--- src/rtl/fifo_pkg.sv ---
// Shared types and defaults for the sync_fifo read-side adapter.
package fifo_pkg;

  localparam int unsigned DEFAULT_DATA_WIDTH = 8;
  localparam int unsigned DEFAULT_CNT_WIDTH  = 16;
  localparam int unsigned OCC_WIDTH          = 2;

  // Occupancy of the 2-entry output buffer.
  typedef enum logic [1:0] {
    S_EMPTY = 2'd0,
    S_ONE   = 2'd1,
    S_TWO   = 2'd2
  } buf_state_e;

  // Numeric occupancy for a buffer state.
  function automatic logic [OCC_WIDTH-1:0] state_occ(input buf_state_e s);
    case (s)
      S_ONE:   return OCC_WIDTH'(1);
      S_TWO:   return OCC_WIDTH'(2);
      default: return OCC_WIDTH'(0);
    endcase
  endfunction

endpackage

--- src/rtl/skid_buf2.sv ---
// Two-entry in-order register buffer with push/pop/clear and occupancy.
module skid_buf2
  import fifo_pkg::*;
#(
  parameter int unsigned DATA_WIDTH = DEFAULT_DATA_WIDTH
) (
  input  logic                  clk,
  input  logic                  n_rst,
  input  logic                  push,
  input  logic                  pop,
  input  logic                  clear,
  input  logic [DATA_WIDTH-1:0] din,
  output logic                  valid,
  output logic [DATA_WIDTH-1:0] head,
  output logic [OCC_WIDTH-1:0]  occ
);

  buf_state_e            state_q, state_d;
  logic [DATA_WIDTH-1:0] head_q, head_d;
  logic [DATA_WIDTH-1:0] tail_q, tail_d;

  // State and entry registers.
  always_ff @(posedge clk or negedge n_rst) begin
    if (!n_rst) begin
      state_q <= S_EMPTY;
      head_q  <= '0;
      tail_q  <= '0;
    end else begin
      state_q <= state_d;
      head_q  <= head_d;
      tail_q  <= tail_d;
    end
  end

  // Next state: occupancy follows occ + push - pop, clear wins.
  always_comb begin
    state_d = state_q;
    head_d  = head_q;
    tail_d  = tail_q;
    if (clear) begin
      state_d = S_EMPTY;
    end else begin
      case (state_q)
        S_EMPTY: begin
          if (push) begin
            state_d = S_ONE;
            head_d  = din;
          end
        end
        S_ONE: begin
          case ({push, pop})
            2'b10: begin
              state_d = S_TWO;
              tail_d  = din;
            end
            2'b01: state_d = S_EMPTY;
            2'b11: head_d = din;
            default: ;
          endcase
        end
        S_TWO: begin
          if (pop) begin
            head_d = tail_q;
            if (push) begin
              tail_d = din;
            end else begin
              state_d = S_ONE;
            end
          end
        end
        default: state_d = S_EMPTY;
      endcase
    end
  end

  assign valid = (state_q != S_EMPTY);
  assign head  = head_q;
  assign occ   = state_occ(state_q);

  // A returning word must always find a free slot.
  a_no_overflow: assert property (@(posedge clk) disable iff (!n_rst)
    !(push && !pop && !clear && state_q == S_TWO));

endmodule

--- src/rtl/sync_fifo_reader.sv ---
// Drains sync_fifo and presents its words as a valid/ready stream.
module sync_fifo_reader
  import fifo_pkg::*;
#(
  parameter int unsigned DATA_WIDTH = DEFAULT_DATA_WIDTH,
  parameter int unsigned CNT_WIDTH  = DEFAULT_CNT_WIDTH
) (
  input  logic                  clk,
  input  logic                  n_rst,
  output logic                  fifo_rd_en,
  input  logic [DATA_WIDTH-1:0] fifo_data,
  input  logic                  fifo_empty,
  input  logic                  flush,
  output logic                  m_valid,
  output logic [DATA_WIDTH-1:0] m_data,
  input  logic                  m_ready,
  output logic [CNT_WIDTH-1:0]  word_cnt
);

  localparam int unsigned SUM_WIDTH = 3;

  logic                 inflight_q;
  logic                 drop_q;
  logic [CNT_WIDTH-1:0] word_cnt_q;
  logic                 pop;
  logic                 push;
  logic [OCC_WIDTH-1:0] occ;
  logic [SUM_WIDTH-1:0] pending;

  assign pop  = m_valid & m_ready;
  assign push = inflight_q & ~drop_q;

  // Slots committed after this edge: buffered plus returning minus leaving.
  always_comb begin
    pending = SUM_WIDTH'(occ) + SUM_WIDTH'(inflight_q) - SUM_WIDTH'(pop);
  end

  // Issue a read only when the returning word is guaranteed a slot.
  assign fifo_rd_en = n_rst & ~fifo_empty & ~flush & (pending < SUM_WIDTH'(2));

  skid_buf2 #(
    .DATA_WIDTH (DATA_WIDTH)
  ) u_buf (
    .clk   (clk),
    .n_rst (n_rst),
    .push  (push),
    .pop   (pop),
    .clear (flush),
    .din   (fifo_data),
    .valid (m_valid),
    .head  (m_data),
    .occ   (occ)
  );

  // Read tracking, post-flush discard guard and delivered-word counter.
  always_ff @(posedge clk or negedge n_rst) begin
    if (!n_rst) begin
      inflight_q <= 1'b0;
      drop_q     <= 1'b0;
      word_cnt_q <= '0;
    end else begin
      inflight_q <= fifo_rd_en;
      drop_q     <= flush & inflight_q;
      if (pop) word_cnt_q <= word_cnt_q + CNT_WIDTH'(1);
    end
  end

  assign word_cnt = word_cnt_q;

  // Never strobe the FIFO while it reports empty.
  a_no_rd_when_empty: assert property (@(posedge clk) disable iff (!n_rst)
    !(fifo_rd_en && fifo_empty));

endmodule

--- config.mk ---
export PLATFORM = sky130hd
export DESIGN_NAME = sync_fifo_reader
export DESIGN_NICKNAME = d
export VERILOG_FILES = /design/src/rtl/fifo_pkg.sv /design/src/rtl/skid_buf2.sv /design/src/rtl/sync_fifo_reader.sv
export SDC_FILE = /design/constraint.sdc
export NUM_CORES = 1
export LEC_CHECK = 0
export CORE_MARGIN = 1.5
export CORE_UTILIZATION = 30
export CTS_BUF_LIST = sky130_fd_sc_hd__clkbuf_16
export DETAILED_ROUTE_END_ITERATION = 8
export DONT_BUFFER_PORTS = 1
export PLACE_DENSITY = 0.55
export SYNTH_ARGS = -nofsm -noshare
export SYNTH_HDL_FRONTEND = slang
export SYNTH_SLANG_ARGS = --single-unit
export TNS_END_PERCENT = 100
--- constraint.sdc ---
create_clock -name clk -period 2.25 [get_ports clk]
set_input_delay 0.3375 -clock clk [delete_from_list [all_inputs] [get_ports clk]]
set_output_delay 0.3375 -clock clk [all_outputs]
set_load 0.02 [all_outputs]
### Word level (Yosys, flattened, before mapping)

Cells that the tools add are included.

| cells by class | value |
|---|---|
| add/subtract/negate cells | 3 |
| multiply operators | 0 |
| div/mod/pow operators | 0 |
| order comparisons | 1 |
| equality and inequality tests | 14 |
| shift-type cells | 0 |
| mux-type cells | 14 |
| bitwise operators | 9 |
| reductions and logical operators | 7 |

Operators with widths:

| kind | number |
|---|---|
| 2-to-1 mux 8 bit | 5 |
| case mux 8 bit (3 select lines) | 1 |
| adder 16 x 1 -> 16 bit (second input constant) | 1 |
| case mux 8 bit (2 select lines) | 1 |
| AND reduction 5 bit | 2 |
| 2-to-1 mux 2 bit | 4 |
| case mux 2 bit (2 select lines) | 2 |
| bitwise AND 1 bit | 6 |
| equality test 2 bit (second input constant) | 3 |
| inequality test 2 x 1 -> 1 bit (second input constant) | 3 |
| inequality test 3 bit (second input constant) | 2 |
| case mux 2 bit (3 select lines) | 1 |
| equality test 2 x 1 -> 1 bit (second input constant) | 2 |
| inequality test 2 bit (second input constant) | 2 |
| inequality test 4 x 3 -> 1 bit (second input constant) | 1 |
| AND reduction 4 bit | 1 |
| nonzero test 2 bit | 2 |
| adder 2 x 1 -> 3 bit | 1 |
| less-than comparator 3 x 2 -> 1 bit (second input constant) | 1 |
| inequality test 3 x 2 -> 1 bit (second input constant) | 1 |
| NOT 1 bit | 3 |
| nonzero test 3 bit | 1 |
| subtractor 3 x 1 -> 3 bit | 1 |
| zero test 2 bit | 1 |

| word-level totals | value |
|---|---|
| bits in registers | 36 |
| latch bits | 0 |
| memory bits (writable) | 0 |
| memory bits (read-only) | 0 |
| logic and storage cells | 54 |
| memories | 0 |

### Longest topological paths before layout

Gate-level depths: netlist (run 1).

| logic depth | value |
|---|---|
| depth in word-level cells | 6 |
| depth in mapped cells | 9 |
| depth with buffers taken out | 9 |

### By module

From an unflattened synthesis (run 1), not the netlist that was laid out.

| unflattened totals | value |
|---|---|
| cell total of the unflattened synthesis | 136 |
| area, all modules | 1726.7 um^2 |

By module, submodules not included:

| module | instances | cells an instance | area an instance (um^2) |
|---|---|---|---|
| skid_buf2 | 1 | 63 | 885.8 |
| sync_fifo_reader | 1 | 73 | 840.8 |

### Worst setup path before layout (run 1)

Ideal clock, no wire load.

| timing | value |
|---|---|
| path kind | input port to output port |
| start point | in m_ready |
| end point | out fifo_rd_en |
| arrival time | 2.117 ns |
| data required time | 1.913 ns |
| slack | -0.204 ns |
| stages | 6 |
| path buffers | 1 |
| path through | buf_2 > and2_1 > o21ai_0 > fa_1 > nand2_1 > nor4_1 |

| on the way | value |
|---|---|
| word-level cells in the longest chain between the ends | 4 |

Ends and longest elaborated chain:

| item | RTL line | source |
|---|---|---|
| from (decl) | sync_fifo_reader.sv:16 | `input logic m_ready,` |
| bitwise AND 1 bit | sync_fifo_reader.sv:30 | `assign pop = m_valid & m_ready;` |
| subtractor 3 x 1 -> 3 bit | sync_fifo_reader.sv:35 | `pending = SUM_WIDTH'(occ) + SUM_WIDTH'(inflight_q) - SUM_WIDTH'(pop);` |
| less-than comparator 3 x 2 -> 1 bit | sync_fifo_reader.sv:39 | `assign fifo_rd_en = n_rst & ~fifo_empty & ~flush & (pending < SUM_WIDTH'(2));` |
| bitwise AND 1 bit | sync_fifo_reader.sv:39 |  |
| to (decl) | sync_fifo_reader.sv:10 | `output logic fifo_rd_en,` |

Every way passes these cells.

### Final worst setup path (run 1)

| timing | value |
|---|---|
| start point | reg u_buf.state_q[0] |
| end point | out fifo_rd_en |

| on the way | value |
|---|---|
| word-level cells in the longest chain between the ends | 6 |

Ends and longest elaborated chain:

| item | RTL line | source |
|---|---|---|
| from (decl) | skid_buf2.sv:18 | `buf_state_e state_q, state_d;` |
| from (signal assigned) | skid_buf2.sv:29 | `state_q <= state_d;` |
| equality test 2 bit or equality test 2 x 1 -> 1 bit (tied branches) | fifo_pkg.sv:17 | `case (s)` |
| case mux 2 bit (2 select lines) | fifo_pkg.sv:17 |  |
| adder 2 x 1 -> 3 bit | sync_fifo_reader.sv:35 |  |
| subtractor 3 x 1 -> 3 bit * | sync_fifo_reader.sv:35 |  |
| less-than comparator 3 x 2 -> 1 bit * | sync_fifo_reader.sv:39 |  |
| bitwise AND 1 bit * | sync_fifo_reader.sv:39 |  |

Mark *: on every way between the ends. The rest lies on a longest branch, timed or not.

==> results of run 1 <==
==> state kept, by name, indices dropped and copies added (netlist names) <==
name           count
word_cnt          16
u_buf.head         8
u_buf.tail_q       8
u_buf.state_q      2
drop_q             1
inflight_q         1
==> final timing paths <==
path	startpoint	endpoint
max	u_buf.state_q[0]$_DFFE_PN0P_	fifo_rd_en
min	flush	u_buf.state_q[0]$_DFFE_PN0P_
max reg2reg	u_buf.state_q[0]$_DFFE_PN0P_	u_buf.head[4]$_DFFE_PN0P_
min reg2reg	u_buf.tail_q[3]$_DFFE_PN0P_	u_buf.tail_q[3]$_DFFE_PN0P_
max in group asynchronous	n_rst	u_buf.tail_q[6]$_DFFE_PN0P_
min in group asynchronous	n_rst	word_cnt[6]$_DFFE_PN0P_
==> repair_timing <==
| action | in CTS | in global routing |
|---|---|---|
| hold buffers | 2 | 0 |
| buffers inserted | 1 | 1 |
| setup endpoints to repair | 1 | 9 |
| cloned | 0 | 0 |
| endpoints found under the hold margin | 36 | 0 |
| pin swaps | 0 | 1 |
| resized for setup | 3 | 4 |
==> synthesized netlist by cell type <==
| master | n | area [sq um] |
|---|---|---|
| sky130_fd_sc_hd__mux2_2 | 24 | 270 |
| sky130_fd_sc_hd__inv_4 | 1 | 6.26 |
| sky130_fd_sc_hd__xor2_1 | 6 | 52.6 |
| sky130_fd_sc_hd__inv_1 | 4 | 15.0 |
| sky130_fd_sc_hd__buf_6 | 1 | 11.3 |
| sky130_fd_sc_hd__inv_2 | 1 | 3.75 |
| sky130_fd_sc_hd__nand4_4 | 1 | 21.3 |
| sky130_fd_sc_hd__nand3_1 | 2 | 10.0 |
| sky130_fd_sc_hd__o21ai_0 | 1 | 5.00 |
| sky130_fd_sc_hd__nor2_1 | 6 | 22.5 |
| sky130_fd_sc_hd__nor3_1 | 1 | 5.00 |
| sky130_fd_sc_hd__a21oi_1 | 2 | 10.0 |
| sky130_fd_sc_hd__nand2_1 | 11 | 41.3 |
| sky130_fd_sc_hd__nand4_1 | 5 | 31.3 |
| sky130_fd_sc_hd__nor2_2 | 2 | 12.5 |
| sky130_fd_sc_hd__fa_1 | 1 | 20.0 |
| sky130_fd_sc_hd__xnor2_1 | 10 | 87.6 |
| sky130_fd_sc_hd__nor4_1 | 1 | 6.26 |
| sky130_fd_sc_hd__o221ai_4 | 1 | 26.3 |
| sky130_fd_sc_hd__a21oi_2 | 1 | 8.76 |
| sky130_fd_sc_hd__mux2_1 | 1 | 11.3 |
| sky130_fd_sc_hd__buf_2 | 1 | 5.00 |
| sky130_fd_sc_hd__and2_1 | 2 | 12.5 |
| sky130_fd_sc_hd__a31oi_1 | 1 | 6.26 |
| sky130_fd_sc_hd__nor3b_1 | 2 | 15.0 |
| sky130_fd_sc_hd__nor4b_2 | 1 | 15.0 |
| sky130_fd_sc_hd__and3_1 | 4 | 25.0 |
| sky130_fd_sc_hd__nand2b_1 | 3 | 18.8 |
| sky130_fd_sc_hd__dfrtp_1 | 36 | 901 |
| sky130_fd_sc_hd__ha_1 | 4 | 50.1 |
| sky130_fd_sc_hd__nor4_4 | 1 | 21.3 |
| sky130_fd_sc_hd__nand2_4 | 1 | 11.3 |
==> critical path, stage by stage (launching register included) <==
cell and delay [ps]:
sky130_fd_sc_hd__dfrtp_1 480, sky130_fd_sc_hd__nand2b_4 90, sky130_fd_sc_hd__nor2_4 80, sky130_fd_sc_hd__o21ai_2 60
sky130_fd_sc_hd__fa_1 500, sky130_fd_sc_hd__nand2_1 60, sky130_fd_sc_hd__nor4_2 270, sky130_fd_sc_hd__buf_4 190
==> final cells by class <==
type | instances | area [sq um]
tap | 72 | 90.1
fill | 559 | 3480
timing repair buffer | 7 | 67.6
inverter | 6 | 27.5
clock inverter | 3 | 42.5
sequential | 36 | 901
clock buffer | 5 | 125
multi-input combinational | 95 | 842
==> through the flow <==
step	cells	hold slack (ps)
6_report	224	129
5_1_grt	224	123
2_1_floorplan	139	41.9
4_1_cts	223	120
3_3_place_gp	212	42.8
3_5_place_dp	212	42.8
==> routing by layer <==
layer,GRT usage,up-vias,wire [microns]
met1,0.123,534,1330
li1,-,508,-
met2,0.205,42,1660
met4,0.0456,0,46
met5,0,-,0
met3,0.0617,7,349
==> kinds of logic after synthesis <==
logic type      after synthesis  share of synthesized area
fa+ha+maj                     5                     0.0398
simple gates                 43                      0.153
compound gates                6                     0.0320
mux                          25                      0.160
xor+xnor                     16                     0.0797
buf+inv                       8                     0.0235
flops                        36                      0.512
==> where the power goes <==
| part | total, mW | internal (mW) | leakage [nW] | switching [mW] |
|---|---|---|---|---|
| logic | 0.194 | 0.111 | 0.396 | 0.0821 |
| clock network | 0.770 | 0.519 | 0.0798 | 0.250 |
| registers | 0.955 | 0.756 | 0.471 | 0.199 |
==> impl.org, run 1 <==
** Worst setup path
- Maximum fanout encountered on the critical timing path :: 5
- Critical Path End Type :: primary output
- The worst setup path is of the reg2out kind.
- Data arrival, critical path :: 2000 ps
- STA classifies the critical path startpoint as a flop.
- Worst path required time :: 1910 ps
- Number of cells traversed by the worst register-to-register path :: 9
- Reg-to-reg setup timing slack :: 180 ps

** Logic synthesis
- Post-Synthesis Net Count :: 157
- Post-synthesis average cell area :: between 10 and 15 sq um
- Post-Synthesis Cells :: 139
- Post-Syn Area :: 1760 sq um
- Sequential-to-total area share from yosys stat :: 0.512
- Yosys printed 0 warnings.
- Number of different library cells in the post-synthesis netlist :: 32
- Register bit count reported by yosys :: 36

** CTS
- Clock latency at the later pin of the worst-skew pair :: 270 ps
- CTS placed an instance of sky130_fd_sc_hd__clkbuf_16 at the clock tree root.
- Clock tree synthesis found a total of 36 sinks.
- Clock-pin slew was measured on the worst setup and hold paths at 50 ps.
- Number of buffers inserted during clock tree synthesis :: 5
- TritonCTS built the clock tree.
- Maximum buffer depth of the clock tree :: 2
- CTS built an H-tree with a depth of 2.

** Finish
- Layout cells sized above 1 :: 0.349
- Final Cell Area :: 2100 sq um
- The net count of the finished layout is around 170.
- Final Core Density :: 0.376
- Area overhead of the layout relative to synthesis :: 19.1%
- Leaving out fill and tap cells, the most frequent cell in the layout is sky130_fd_sc_hd__dfrtp_1.
- The number of antenna diodes in the final layout is 0.
- Leading cell types in the layout, fill and taps excluded :: 36 x sky130_fd_sc_hd__dfrtp_1, 24 x sky130_fd_sc_hd__mux2_2, 11 x sky130_fd_sc_hd__nand2_1

** Detailed routing
- Dividing the detail-routed wire length by the instance count gives 15.1 microns.
- Count of routing violations after the opening detailed-route iteration :: 21
- DR vias :: 1091
- DRT Pass-1 Iters :: 3
- Routed WL :: 3380 microns
- Number of nets still failing antenna checks after routing :: 0
- Using the TritonRoute via totals, the vias-per-cell ratio works out to around 4.9.
- Number of DRC violations after detailed routing :: 0

** Global routing
- The number of antenna violations at the first check in global routing is 0.
- Overall global routing resource usage :: 0.120
- Vias in the first global route :: 1209
- Largest net degree at the start of global routing :: 37
- Global-route wire length before repair :: 5790 microns
- After global routing the overflow that remains totals 0.

** Floorplanning
- Measured along the x axis, the die boundary spans 79.6 microns.
- In this run the vertical extent of the chip is roughly 80 microns.
- Starting Density :: 0.316
- Total Die Area :: 6330 sq um
- During I/O placement, the number of pins put on the boundary was 39.
- Area of the core region :: 5570 sq um
- Floorplan row count :: 27

** Power
- Total chip power :: roughly 1.9 mW
- The worst-case IR drop observed on VDD is 0.420 mV.
- Reported leakage power :: 0.947 nW
- PwrDens :: 915 nW/um^2

** Place
- Placed inst area :: between 1500 and 2000 sq um
- The congestion estimate from routability-driven global placement came to 0.719.
- HPWL Detailed :: 2500 microns
- Input and output buffers added on the ports amount to 0.
- Pre-CTS worst setup slack :: 136 ps

** Run
- Max-capacitance violation count :: 0

** STA
- Based on the critical path, the design can be clocked at up to 0.427 GHz.
- Setup repair after global routing could not meet its margin everywhere.
- Worst relative slew slack :: 0.732
- Final hold violation count :: 0
- Setup violations remaining at the end of the flow were counted as 1.
- In the post-route analysis, the smallest setup slack over all paths is -90.5 ps.
- The routed design could run at a clock period as short as ~2300 ps.
- The number of pins with negative max-slew slack in the final report was 0.
- For the final routed database, the setup TNS stands at -90.5 ps.
- Fraction of the cycle the final worst path needs :: 1.04
- Max Clock Skew :: 2.50 ps
- Transition time at the pin with the least slew margin :: 402 ps

** Status
- Failing checks :: negative setup slack
- The flow ran to the end, but the final reports show violations.

** Min path
- The tightest min-delay check is of the in2reg type.
- Along the worst hold path, the cell count comes to 1.
Note: power is estimated with default switching activity, not from simulation.
==> run 2: changes to the inputs <==
Settings changed: ABC_CLOCK_PERIOD_IN_PS set to 2250.
==> results of run 2 <==
The final DEF is identical to that of run 1; final timing and power are the same.
==> run 3: changes to the inputs <==
Settings changed: CORE_MARGIN 1.5 to not set, DONT_BUFFER_PORTS 1 to not set, PLACE_DENSITY 0.55 to 0.63, SKIP_CTS_REPAIR_TIMING set to 1.
==> impl.org, run 3 (same netlist as run 1, synthesis figures left out) <==
** STA
- Setup repair after global routing could not meet its margin everywhere.
- # setup viols final :: 1 (unchanged)
- The actual slew at the worst max-slew pin came to 453 ps (+51.1 ps).
- Max Clock Skew :: 2.54 ps (+0.0408 ps)
- The highest clock frequency the design can meet was 0.418 GHz (-2.2%).
- The final worst-path cycle share came to 1.06 (+0.0235).
- Total Neg Setup Slack :: -143 ps (-52.8 ps)
- The number of pins with negative max-slew slack in the final report came to 0 (unchanged).
- Crit path setup slack, layout :: -143 ps (-52.8 ps)
- Final hold violation count :: 0 (unchanged)
- Worst relative slew slack :: 0.698 (-0.0333)
- The final critical path time including I/O delays and setup was 2390 ps (+52.8 ps).
- Fin Hold WS :: 123 ps (-6.72 ps)

** Worst setup path
- The most critical setup path has its startpoint at u_buf.state_q[1]$_DFFE_PN0P_.
- Worst path required time :: 1910 ps (about the same)
- Reg-to-reg setup timing slack :: 290 ps (+110 ps)
- Maximum fanout encountered on the critical timing path :: 3 (-2)
- The number of cell instances on the worst register-to-register path was 10 (+1).
- Cell with the largest stage delay on the worst path :: sky130_fd_sc_hd__fa_1
- Worst path cell trace :: nand2b_4, nor2_4, o21ai_2, fa_1, nand2_1, nor4_2, buf_2
- Data arrival, critical path :: 2060 ps (+60 ps)
- CP peak stage delay :: 500 ps (about the same)
- In this run the critical register-to-register path is captured at u_buf.head[4]$_DFFE_PN0P_.
- Path type of the worst setup path :: reg2out
- The startpoint identified for the worst register-to-register timing path is u_buf.state_q[0]$_DFFE_PN0P_.
- Category of the worst setup path launch point :: flop
- Critical Path End Type :: primary output

** Run
- Max-capacitance violation count :: 0 (unchanged)

** Global routing
- Largest net degree at the start of global routing :: 37 (unchanged)
- Overall global routing resource usage :: 0.127 (+0.00757)
- Vias in the first global route :: 1220 (+0.91%)
- Global-route wire length before repair :: 5910 microns (+2.0%)
- The number of antenna violations at the first check in global routing was 0 (unchanged).
- The global route total overflow came to 0 (unchanged).

** Place
- The half-perimeter wire length after detailed placement was 2400 microns (-3.7%).
- The number of input and output port buffers inserted came to 38 (+38).
- Placed inst area :: 2330 sq um (+25%)
- The weighted congestion at the end of routability-driven global placement was 0.727 (+1.1%).

** Detailed routing
- The iteration-0 DRC count of the detailed router is 55 (+160%).
- Number of DRC violations after detailed routing :: 0 (unchanged)
- Vias/cell :: 4.51 (-7.3%)
- The count of TritonRoute iterations in the first routing pass is 4 (+1).
- The vias after detailed routing came to 1219 (+12%).
- The final wirelength is 3400 microns (+0.62%).
- The average wire per cell in the routed design came to 12.6 microns (-17%).
- The number of nets still failing antenna checks after routing came to 0 (unchanged).

** Min path
- The min-delay analysis places its worst path in the category in2async.

** Power
- Max IR drop VDD :: 0.346 mV (-18%)
- Switching power summed over all nets :: 551 uW (+3.6%)
- Sequential power share :: 0.420 (-0.078)
- Int Pwr :: 1.43 mW (+3.0%)
- The switching fraction of total power came to 0.278 (+0.00113).
- Clk network pwr share :: 0.323 (-0.078)
- Total chip power :: 1.98 mW (+3.2%)
- PwrDens :: 793 nW/um^2 (-13%)
- The power share of the combinational group came to 0.257 (+0.156).
- Reported leakage power :: 1.14 nW (+20%)

** CTS
- TritonCTS built the clock tree.
- The depth of the CTS H-tree was 2 (unchanged).
- Clock latency at the later pin of the worst-skew pair :: 280 ps (about the same)
- Maximum buffer depth of the clock tree :: 2 (unchanged)
- Number of clock sinks :: 36 (unchanged)
- Number of buffers inserted during clock tree synthesis :: 5 (unchanged)
- Clock-pin slew on the worst setup and hold paths :: 50 ps (about the same)
- Buffer type at the clock tree root :: sky130_fd_sc_hd__clkbuf_16

** Finish
- Leading cell types in the layout, fill and taps excluded :: 36 x sky130_fd_sc_hd__dfrtp_1, 35 x sky130_fd_sc_hd__clkdlybuf4s50_1, 24 x sky130_fd_sc_hd__mux2_2
- Most frequent standard cell in the layout excluding fill and tap cells :: sky130_fd_sc_hd__dfrtp_1
- The antenna cell count was 0 (unchanged).
- Fin nets :: 215 (+27%)
- The share of cells above drive strength 1 is 0.308 (-0.0406).
- The flip-flop count of the largest register after layout came to 16 (unchanged).
- Area overhead of the layout relative to synthesis :: 41.8%
- The fill cell total of the finished layout is 530 (-5.2%).
- Final Cell Area :: 2490 sq um (+19%)

** Floorplanning
- I/O pin count :: 39 (unchanged)
- Area of the core region :: 5570 sq um (unchanged)
- Die H :: 78.6 microns (-1.3%)
- Floorplan row count :: 27 (unchanged)
- The horizontal die dimension was 78.6 microns (-1.3%).
- The total die area is 6170 sq um (-2.5%).
- The initial standard-cell utilization of the core is 0.316 (unchanged).

** Status
- Failing checks :: negative setup slack
- The flow ran to the end, but the final reports show violations.
run 3: how the worst max path moves through the flow:
| stage | end | slack (ps) | cells past startpoint |
|---|---|---|---|
| 2_1_floorplan | fifo_rd_en | 30 | 6 |
| 3_5_place_dp | fifo_rd_en | -710 | 7 |
| 5_1_grt | fifo_rd_en | -220 | 7 |
| 6_report | fifo_rd_en | -140 | 7 |
| 3_3_place_gp | fifo_rd_en | -640 | 7 |
| 4_1_cts | fifo_rd_en | -730 | 7 |
run 3: cell type report:
class	instances	area, sq um	share of cell area
Sequential cell	36	901	0.361
Timing Repair Buffer	53	498	0.200
Clock buffer	5	125	0.0502
Tap cell	72	90.1	0.0361
Clock inverter	3	11.3	0.00451
Inverter	6	25.0	0.0100
Multi-Input combinational cell	95	845	0.339
run 3: through the flow:
| stage | utilization | setup slack (ps) | std cells |
|---|---|---|---|
| detailed placement | 0.418 | -706 | 261 |
| CTS | 0.443 | -731 | 269 |
| floorplan | - | 34.4 | 139 |
| finish | 0.448 | -143 | 270 |
| global placement | 0.418 | -643 | 261 |
| global route | 0.448 | -223 | 270 |
run 3: routing by layer:
metal,track usage,up-vias,routed length [microns]
met5,0,-,0
met2,0.185,25,1560
met3,0.0337,7,150
li1,-,592,-
met1,0.171,595,1620
met4,0.0667,0,74
run 3: power groups by stage:
stage	logic, mW	registers, mW	clock network [mW]
3_3_place_gp	0.503	0.839	0
3_5_place_dp	0.508	0.840	0
4_1_cts	0.515	0.832	0.667
6_report	0.510	0.831	0.639
2_1_floorplan	0.152	0.936	0
5_1_grt	0.545	0.848	0.698
run 3: worst max-delay path: cells and delay by family, from the launching register on:
| family | cells | cell delay (ps) |
|---|---|---|
| and+or+nand+nor | 4 | 610 |
| adders and majority gates | 1 | 500 |
| DFF | 1 | 390 |
| buffers and inverters | 1 | 220 |
| AOI/OAI and AO/OA | 1 | 60 |
